File: config.mk
export PLATFORM = sky130hd
export DESIGN_NAME = accl_sched
export DESIGN_NICKNAME = d
export VERILOG_FILES = /design/src/rtl/accl_sched.sv
export SDC_FILE = /design/constraint.sdc
export NUM_CORES = 2
export LEC_CHECK = 0
export CAP_MARGIN = 20
export CELL_PAD_IN_SITES_DETAIL_PLACEMENT = 2
export CELL_PAD_IN_SITES_GLOBAL_PLACEMENT = 2
export CORE_MARGIN = 2
export CORE_UTILIZATION = 39
export CTS_CLUSTER_DIAMETER = 100
export DETAILED_ROUTE_END_ITERATION = 8
export PLACE_DENSITY_LB_ADDON = 0.2
export SYNTH_ARGS = -nofsm -noshare
export SYNTH_HDL_FRONTEND = slang
export SYNTH_SLANG_ARGS = --single-unit
File: constraint.sdc
create_clock -name clk -period 81.2 [get_ports clk]
set_clock_uncertainty 0.2 [all_clocks]
set_input_delay 12.18 -clock clk [delete_from_list [all_inputs] [get_ports clk]]
set_output_delay 12.18 -clock clk [all_outputs]
set_load 0.01 [all_outputs]
File: src/rtl/accl_sched.sv
// Pair scheduler: walks body memory, issues every (i,j) pair into getAccl and tags results.
// Optional macro ACCL_SCHED_SKIP_SELF_EN drops the j == i read/issue.
module accl_sched #(
  parameter int N_MAX    = 1024,
  parameter int IDX_W    = 10,
  parameter int PIPE_LAT = 123
) (
  input  logic             clk,
  input  logic             rst,
  input  logic             start,
  input  logic [IDX_W:0]   n_bodies,
  output logic             busy,
  output logic             done,
  output logic             mem_rd,
  output logic [IDX_W-1:0] mem_addr,
  input  logic [63:0]      mem_x,
  input  logic [63:0]      mem_y,
  input  logic [63:0]      mem_m,
  output logic [63:0]      pipe_x1,
  output logic [63:0]      pipe_y1,
  output logic [63:0]      pipe_x2,
  output logic [63:0]      pipe_y2,
  output logic [63:0]      pipe_m2,
  input  logic [63:0]      pipe_ax,
  input  logic [63:0]      pipe_ay,
  output logic             res_valid,
  output logic [IDX_W-1:0] res_idx,
  output logic             res_first,
  output logic             res_last,
  output logic [63:0]      res_ax,
  output logic [63:0]      res_ay
);
  localparam int CW = IDX_W + 1;
  localparam logic [CW-1:0] ONE = CW'(1);

  typedef enum logic [1:0] {IDLE, LOAD_I, RUN_J, DRAIN} state_t;
  typedef struct packed {
    logic [IDX_W-1:0] idx;
    logic             first;
    logic             last;
  } tag_t;

  state_t state, state_nx;
  logic [CW-1:0] n_r, i_r, k_r, runs, j_cur;
  logic          run_d, first_d, last_d, ld_d, zero_done;
  logic [IDX_W-1:0] i_d;
  logic          k_last, i_last, in_flight, go;
  logic [PIPE_LAT-1:0] vld_pipe;
  tag_t [PIPE_LAT-1:0] tag_pipe;
  tag_t          tag_in;

  // k_r counts RUN_J cycles for body i; j_cur maps it to the body actually read.
`ifdef ACCL_SCHED_SKIP_SELF_EN
  assign runs  = n_r - ONE;
  assign j_cur = (k_r >= i_r) ? k_r + ONE : k_r;
`else
  assign runs  = n_r;
  assign j_cur = k_r;
`endif

  assign k_last    = (k_r == runs - ONE);
  assign i_last    = (i_r + ONE >= n_r);
  assign in_flight = run_d | (|vld_pipe);
  assign go        = start && (n_bodies != '0);

  assign pipe_x2   = mem_x;
  assign pipe_y2   = mem_y;
  assign pipe_m2   = mem_m;
  assign res_ax    = pipe_ax;
  assign res_ay    = pipe_ay;
  assign res_valid = vld_pipe[PIPE_LAT-1];
  assign res_idx   = tag_pipe[PIPE_LAT-1].idx;
  assign res_first = tag_pipe[PIPE_LAT-1].first;
  assign res_last  = tag_pipe[PIPE_LAT-1].last;
  assign busy      = (state != IDLE);

  always_ff @(posedge clk or posedge rst) begin
    if (rst) state <= IDLE;
    else     state <= state_nx;
  end

  always_comb begin
    state_nx = state;
    mem_rd   = 1'b0;
    mem_addr = '0;
    done     = zero_done;
    case (state)
      IDLE:   if (go) state_nx = LOAD_I;
      LOAD_I: begin
        mem_rd   = 1'b1;
        mem_addr = i_r[IDX_W-1:0];
        // only reachable with self-skip and a single body
        if (runs == '0) state_nx = i_last ? DRAIN : LOAD_I;
        else            state_nx = RUN_J;
      end
      RUN_J: begin
        mem_rd   = 1'b1;
        mem_addr = j_cur[IDX_W-1:0];
        if (k_last) state_nx = i_last ? DRAIN : LOAD_I;
      end
      DRAIN: if (!in_flight) begin
        done     = 1'b1;
        state_nx = IDLE;
      end
      default: state_nx = IDLE;
    endcase
  end

  always_comb begin
    tag_in = '0;
    if (run_d) tag_in = '{idx: i_d, first: first_d, last: last_d};
  end

  always_ff @(posedge clk or posedge rst) begin
    if (rst) begin
      n_r       <= '0;
      i_r       <= '0;
      k_r       <= '0;
      run_d     <= 1'b0;
      i_d       <= '0;
      first_d   <= 1'b0;
      last_d    <= 1'b0;
      ld_d      <= 1'b0;
      zero_done <= 1'b0;
      pipe_x1   <= '0;
      pipe_y1   <= '0;
      vld_pipe  <= '0;
      tag_pipe  <= '0;
    end else begin
      zero_done <= (state == IDLE) && start && (n_bodies == '0);
      run_d     <= (state == RUN_J);
      i_d       <= i_r[IDX_W-1:0];
      first_d   <= (k_r == '0);
      last_d    <= k_last;
      ld_d      <= (state == LOAD_I);
      // body i arrives the cycle after LOAD_I; the last pair of i-1 issues with the old value
      if (ld_d) begin
        pipe_x1 <= mem_x;
        pipe_y1 <= mem_y;
      end
      case (state)
        IDLE: if (go) begin
          n_r <= (n_bodies > CW'(N_MAX)) ? CW'(N_MAX) : n_bodies;
          i_r <= '0;
          k_r <= '0;
        end
        LOAD_I: begin
          k_r <= '0;
          if (runs == '0) i_r <= i_r + ONE;
        end
        RUN_J: begin
          if (k_last) begin
            k_r <= '0;
            i_r <= i_r + ONE;
          end else begin
            k_r <= k_r + ONE;
          end
        end
        default: ;
      endcase
      vld_pipe <= {vld_pipe[PIPE_LAT-2:0], run_d};
      tag_pipe <= {tag_pipe[PIPE_LAT-2:0], tag_in};
    end
  end
endmodule

# After elaboration in Yosys (flattened, before gate mapping)
# Cells that the tools add are included.
# totals
elab_cells	430
reg_bits	1777
out_inout_bits	474
# op_classes
n_reduce_logical	16
muxes	18
addsub	3
eq_ne	8
magnitude_cmp	2
bitwise	1
# ops
operator	count
$reduce_or A123 Y1	1
$pmux W11 S3	2
$mux W11	5
$logic_not A11 Y1	3
$add A11 B1 Y11 const B	2
$pmux W10 S2	1
$mux W12	1
$eq A11 B11 Y1	1
$ge A11 B11 Y1	1
$gt A11 B11 Y1 const B	1
$reduce_bool A11 Y1	1
$sub A11 B1 Y11 const B	1
$mux W2	5
$ne A2 B2 Y1 const B	4
$pmux W2 S4	1
$eq A2 B2 Y1 const B	2
$reduce_and A2 Y1	2
$reduce_and A4 Y1	1
$logic_and A1 B1 Y1	3
$mux W1	3
$reduce_and A3 Y1	1
$reduce_bool A3 Y1	1
$eq A2 B1 Y1 const B	1
$logic_not A2 Y1	1
other kinds (3)	3

# Logic depth before layout (Yosys ltp)
# logic_depth
depth_word	5
ltp_mapped	13

# Worst setup path before layout
# No wires, ideal clock.
# synth_path
path_kind	input to output
start	input mem_m[0]
end	output pipe_m2[0]
t_arrival_ns	12.299
path_buffers	1
path_stages	1
path_slack_ns	56.521
cell_sequence	buf_4
# synth_lines
item	line	rtl
from (decl)	18	input logic [63:0] mem_m,
to (decl)	23	output logic [63:0] pipe_m2,
# No word-level cell between the ends.

# Worst setup path in the final report
# layout_path
start	input mem_x[51]
end	output pipe_x2[51]
# layout_lines
item	line	rtl
from (decl)	16	input logic [63:0] mem_x,
to (decl)	21	output logic [63:0] pipe_x2,
# No word-level cell between the ends.

==> results by group <==
Outcome
  • Status: completed

Power
  • Gate power share: 11.6%
  • P_sw: 0.000485 W
  • Seq pwr share: 47.8%
  • Sw Ratio: 23.7%
  • Pwr dens: 33.6 nW/um^2
  • Internal Power: 0.00156 W
  • Leakage: 30.6 nW
  • Total power: 0.00205 W
  • Clock Power Share: 40.6%
  • Maximum VDD drop: 0.0186 mV

Final layout
  • Filler cells: 11400
  • Post-layout instance area: 60900 um^2
  • Fin nets: 3206
  • # diodes: 0
  • Seq. cell area: 44500 um^2
  • Final Util: 47.1%
  • Layout cells sized above 1: 15.2%
  • Footprint of the multi-input gates: 3530 um^2
  • Area Growth Syn to Fin: 20.1%

Logic synthesis
  • Synth warnings: 0
  • Flip-flop and latch count after synthesis: 1777
  • Register area share after synthesis: 87.7%
  • Post-synthesis net count: 2950
  • Synth unique cells: 57
  • Avg Cell Area, Syn: 19.5 um^2
  • Async SR Flop Fraction: 100%
  • Post-synth EDFFs: 0
  • Top_reg_cell synth: dfrtp_1
  • Syn Inst Count: 2597
  • Post-Syn Area: 50700 um^2

Setup path
  • Worst setup path category: primary input to primary output
  • Reg2reg end: state[1]$_DFFE_PP0P_
  • Reg2Reg Depth: 9
  • Crit-path cells: clkdlybuf4s50_1 -> clkdlybuf4s50_1
  • Worst r2r src: i_r[2]$_DFFE_PP0P_
  • Buf+Inv Stages, Crit Path: 2
  • CP max stage delay: 610 ps
  • CP most frequent cell: clkdlybuf4s50_1
  • Worst setup SP type: primary input
  • Reg2Reg Setup Slack: 77730 ps
  • Critical path fanouts, max: 2
  • Slowest CP cell: clkdlybuf4s50_1
  • CP Launch Point: mem_x[51]
  • CP required: 68820 ps
  • CP Capture Type: primary output
  • CP arrival: 13390 ps
  • Family with the most delay on the worst path: buffers and inverters
  • Setup crit end: pipe_x2[51]
  • CP Depth: 2

Timing
  • Fin. max-slew vios: 0
  • Setup TNS Final: 0 ps
  • Slew HR: 26.9%
  • RSZ-0062 raised after global routing: no
  • Max Clock Freq: 38.8 MHz
  • Setup-failing EPs final: 0
  • Tightest Pin Transition: 1100 ps
  • Min Hold Slack: 131 ps
  • Final period utilization: 31.7%
  • Post-layout minimum cycle time: 25770 ps
  • Hold Fails Final Rpt: 0

Clock tree
  • Clock buffer depth: 3
  • CTS resizes: 0
  • CTS Hold Buffers Added: 0
  • Worst-Skew Late Latency: 780 ps
  • CTS root buffer: clkbuf_16
  • Number of buffers created by CTS: 174
  • CTS tree: built
  • Clock sink total: 1777
  • # H-tree levels: 4
  • Post-CTS Setup Bufs: 0
  • Reg clk slew, reported paths: 60 ps

GRT
  • Vias in the first global route: 24700
  • Total Routing Usage GR: 14.7%
  • Grt ovf: 0
  • Antenna violations before repair: 1
  • First-pass GRT wire length: 149 mm
  • Largest net degree at the start of global routing: 214

Die
  • Core Area: 129000 um^2
  • Chip height: 365 um
  • # IOs: 808
  • Starting Density: 39.2%
  • Die X: 365 um
  • Row count: 132
  • Die Area: 133000 um^2

Place
  • Post-DP HPWL: 55.4 mm
  • PortBufs: 423
  • Placed Area: 54700 um^2
  • Final GP Congestion: 0.790

Drt
  • Via count: 20700
  • WL/cell: 19.7 um
  • Total routed wirelength: 93.4 mm
  • Starting DRT DRC Count: 975
  • DRC viols: 0
  • Post-route ant nets: 0
  • DR pass1 iterations: 4
  • Number of vias per cell: 4.37

Min path
  • Worst hold path class: register to register

Job
  • Max-cap violations: 0
## kinds of logic (layout without fill, tap and decap cells)
family                     after synthesis  after routing  synth area share, %
AOI/OAI and AO/OA                       77             77                 1.07
and+or+nand+nor                        180            180                 2.05
DFF                                   1777           1777                 87.7
xor gates and xnor gates                26             26                0.449
muxes                                  131            131                 2.91
adders and majority gates               19             19                0.469
buffers and inverters                  387            789                 5.36
## registers in the layout, indices dropped and copies added, names as in the netlist, 2 cells and up
name	cells
n_r	11
vld_pipe	123
pipe_x1	64
i_d	10
pipe_y1	64
tag_pipe	1464
state	2
j_cur	11
i_r	11
res_idx	10
## worst min path at each step
| stage | start | to | slack [ps] | cells past startpoint |
|---|---|---|---|---|
| CTS | tag_pipe[975]$_DFF_PP0_ | tag_pipe[987]$_DFF_PP0_ | 130 | 0 |
| global placement | tag_pipe[644]$_DFF_PP0_ | tag_pipe[656]$_DFF_PP0_ | 130 | 0 |
| global route | tag_pipe[198]$_DFF_PP0_ | tag_pipe[210]$_DFF_PP0_ | 140 | 0 |
| detailed placement | tag_pipe[167]$_DFF_PP0_ | tag_pipe[179]$_DFF_PP0_ | 140 | 0 |
| finish | tag_pipe[269]$_DFF_PP0_ | tag_pipe[281]$_DFF_PP0_ | 130 | 0 |
| floorplan | tag_pipe[1453]$_DFF_PP0_ | res_first$_DFF_PP0_ | 130 | 0 |
## through the flow
| step | cells | worst slack [ps] |
|---|---|---|
| 3_3_place_gp | 4414 | 55470 |
| 2_1_floorplan | 2597 | 18650 |
| 6_report | 4741 | 55430 |
| 5_1_grt | 4741 | 55440 |
| 3_5_place_dp | 4414 | 55460 |
| 4_1_cts | 4736 | 55450 |
## cells in the mapped netlist, types with 13 or more instances
| cell | instances | area share [%] |
|---|---|---|
| dfrtp_1 | 1777 | 88 |
| buf_4 | 331 | 4.9 |
| mux2_2 | 131 | 2.9 |
| nor4_1 | 38 | 0.47 |
| nand2_1 | 36 | 0.27 |
| clkbuf_1 | 26 | 0.19 |
| inv_1 | 23 | 0.17 |
| o21ai_0 | 22 | 0.22 |
| ha_1 | 19 | 0.47 |
| nand2b_1 | 17 | 0.21 |
| nand3_1 | 17 | 0.17 |
| and2_1 | 16 | 0.20 |
| xnor2_1 | 15 | 0.26 |
| nor2b_1 | 13 | 0.16 |
## cell usage in the layout, fill, tap and decap left out, types with 4 or more instances in the layout
master and n:
a21oi_1 9, a22o_1 4, a22oi_1 11, and2_1 16
and3_1 7, buf_12 5, buf_4 13, bufinv_16 20
clkbuf_1 36, clkbuf_16 176, clkbuf_8 35, clkdlybuf4s50_1 423
clkinv_16 4, clkinv_2 34, clkinvlp_4 4, dfrtp_1 1776
ha_1 19, inv_1 22, inv_16 5, inv_6 4
mux2_2 131, nand2_1 36, nand2b_1 17, nand3_1 17
nand4_1 9, nor2_1 6, nor2b_1 13, nor3_1 7
nor4_1 38, o21ai_0 22, xnor2_1 15, xor2_1 11
## routing by layer
layer	share of wire [%]	track usage, %	vias up	wire, um
met2	45	21.4	747	42200
met1	43	19.5	11200	39800
met3	9.3	6.82	194	8640
met5	0.60	3.23	-	558
li1	-	-	8576	-
met4	2.3	4.75	10	2160
## final cells by class
cell class              instances  area share [%]
flip-flops and latches       1777            73.0
multi-input cells             433            5.79
repair buffers                444            7.41
clock inverters                75            1.80
well taps                    1742            3.58
clock buffers                 247            8.24
inverters                      23           0.154
## power by group through the flow
stage / Combinational, W / Sequential (W) / Clock [W]
3_3_place_gp: 0.000232 / 0.000990 / 0
2_1_floorplan: 0.000129 / 0.000995 / 0
5_1_grt: 0.000258 / 0.000987 / 0.000905
6_report: 0.000238 / 0.000979 / 0.000833
3_5_place_dp: 0.000241 / 0.000995 / 0
4_1_cts: 0.000242 / 0.000980 / 0.000868
Power figures use the tool's default switching activity.
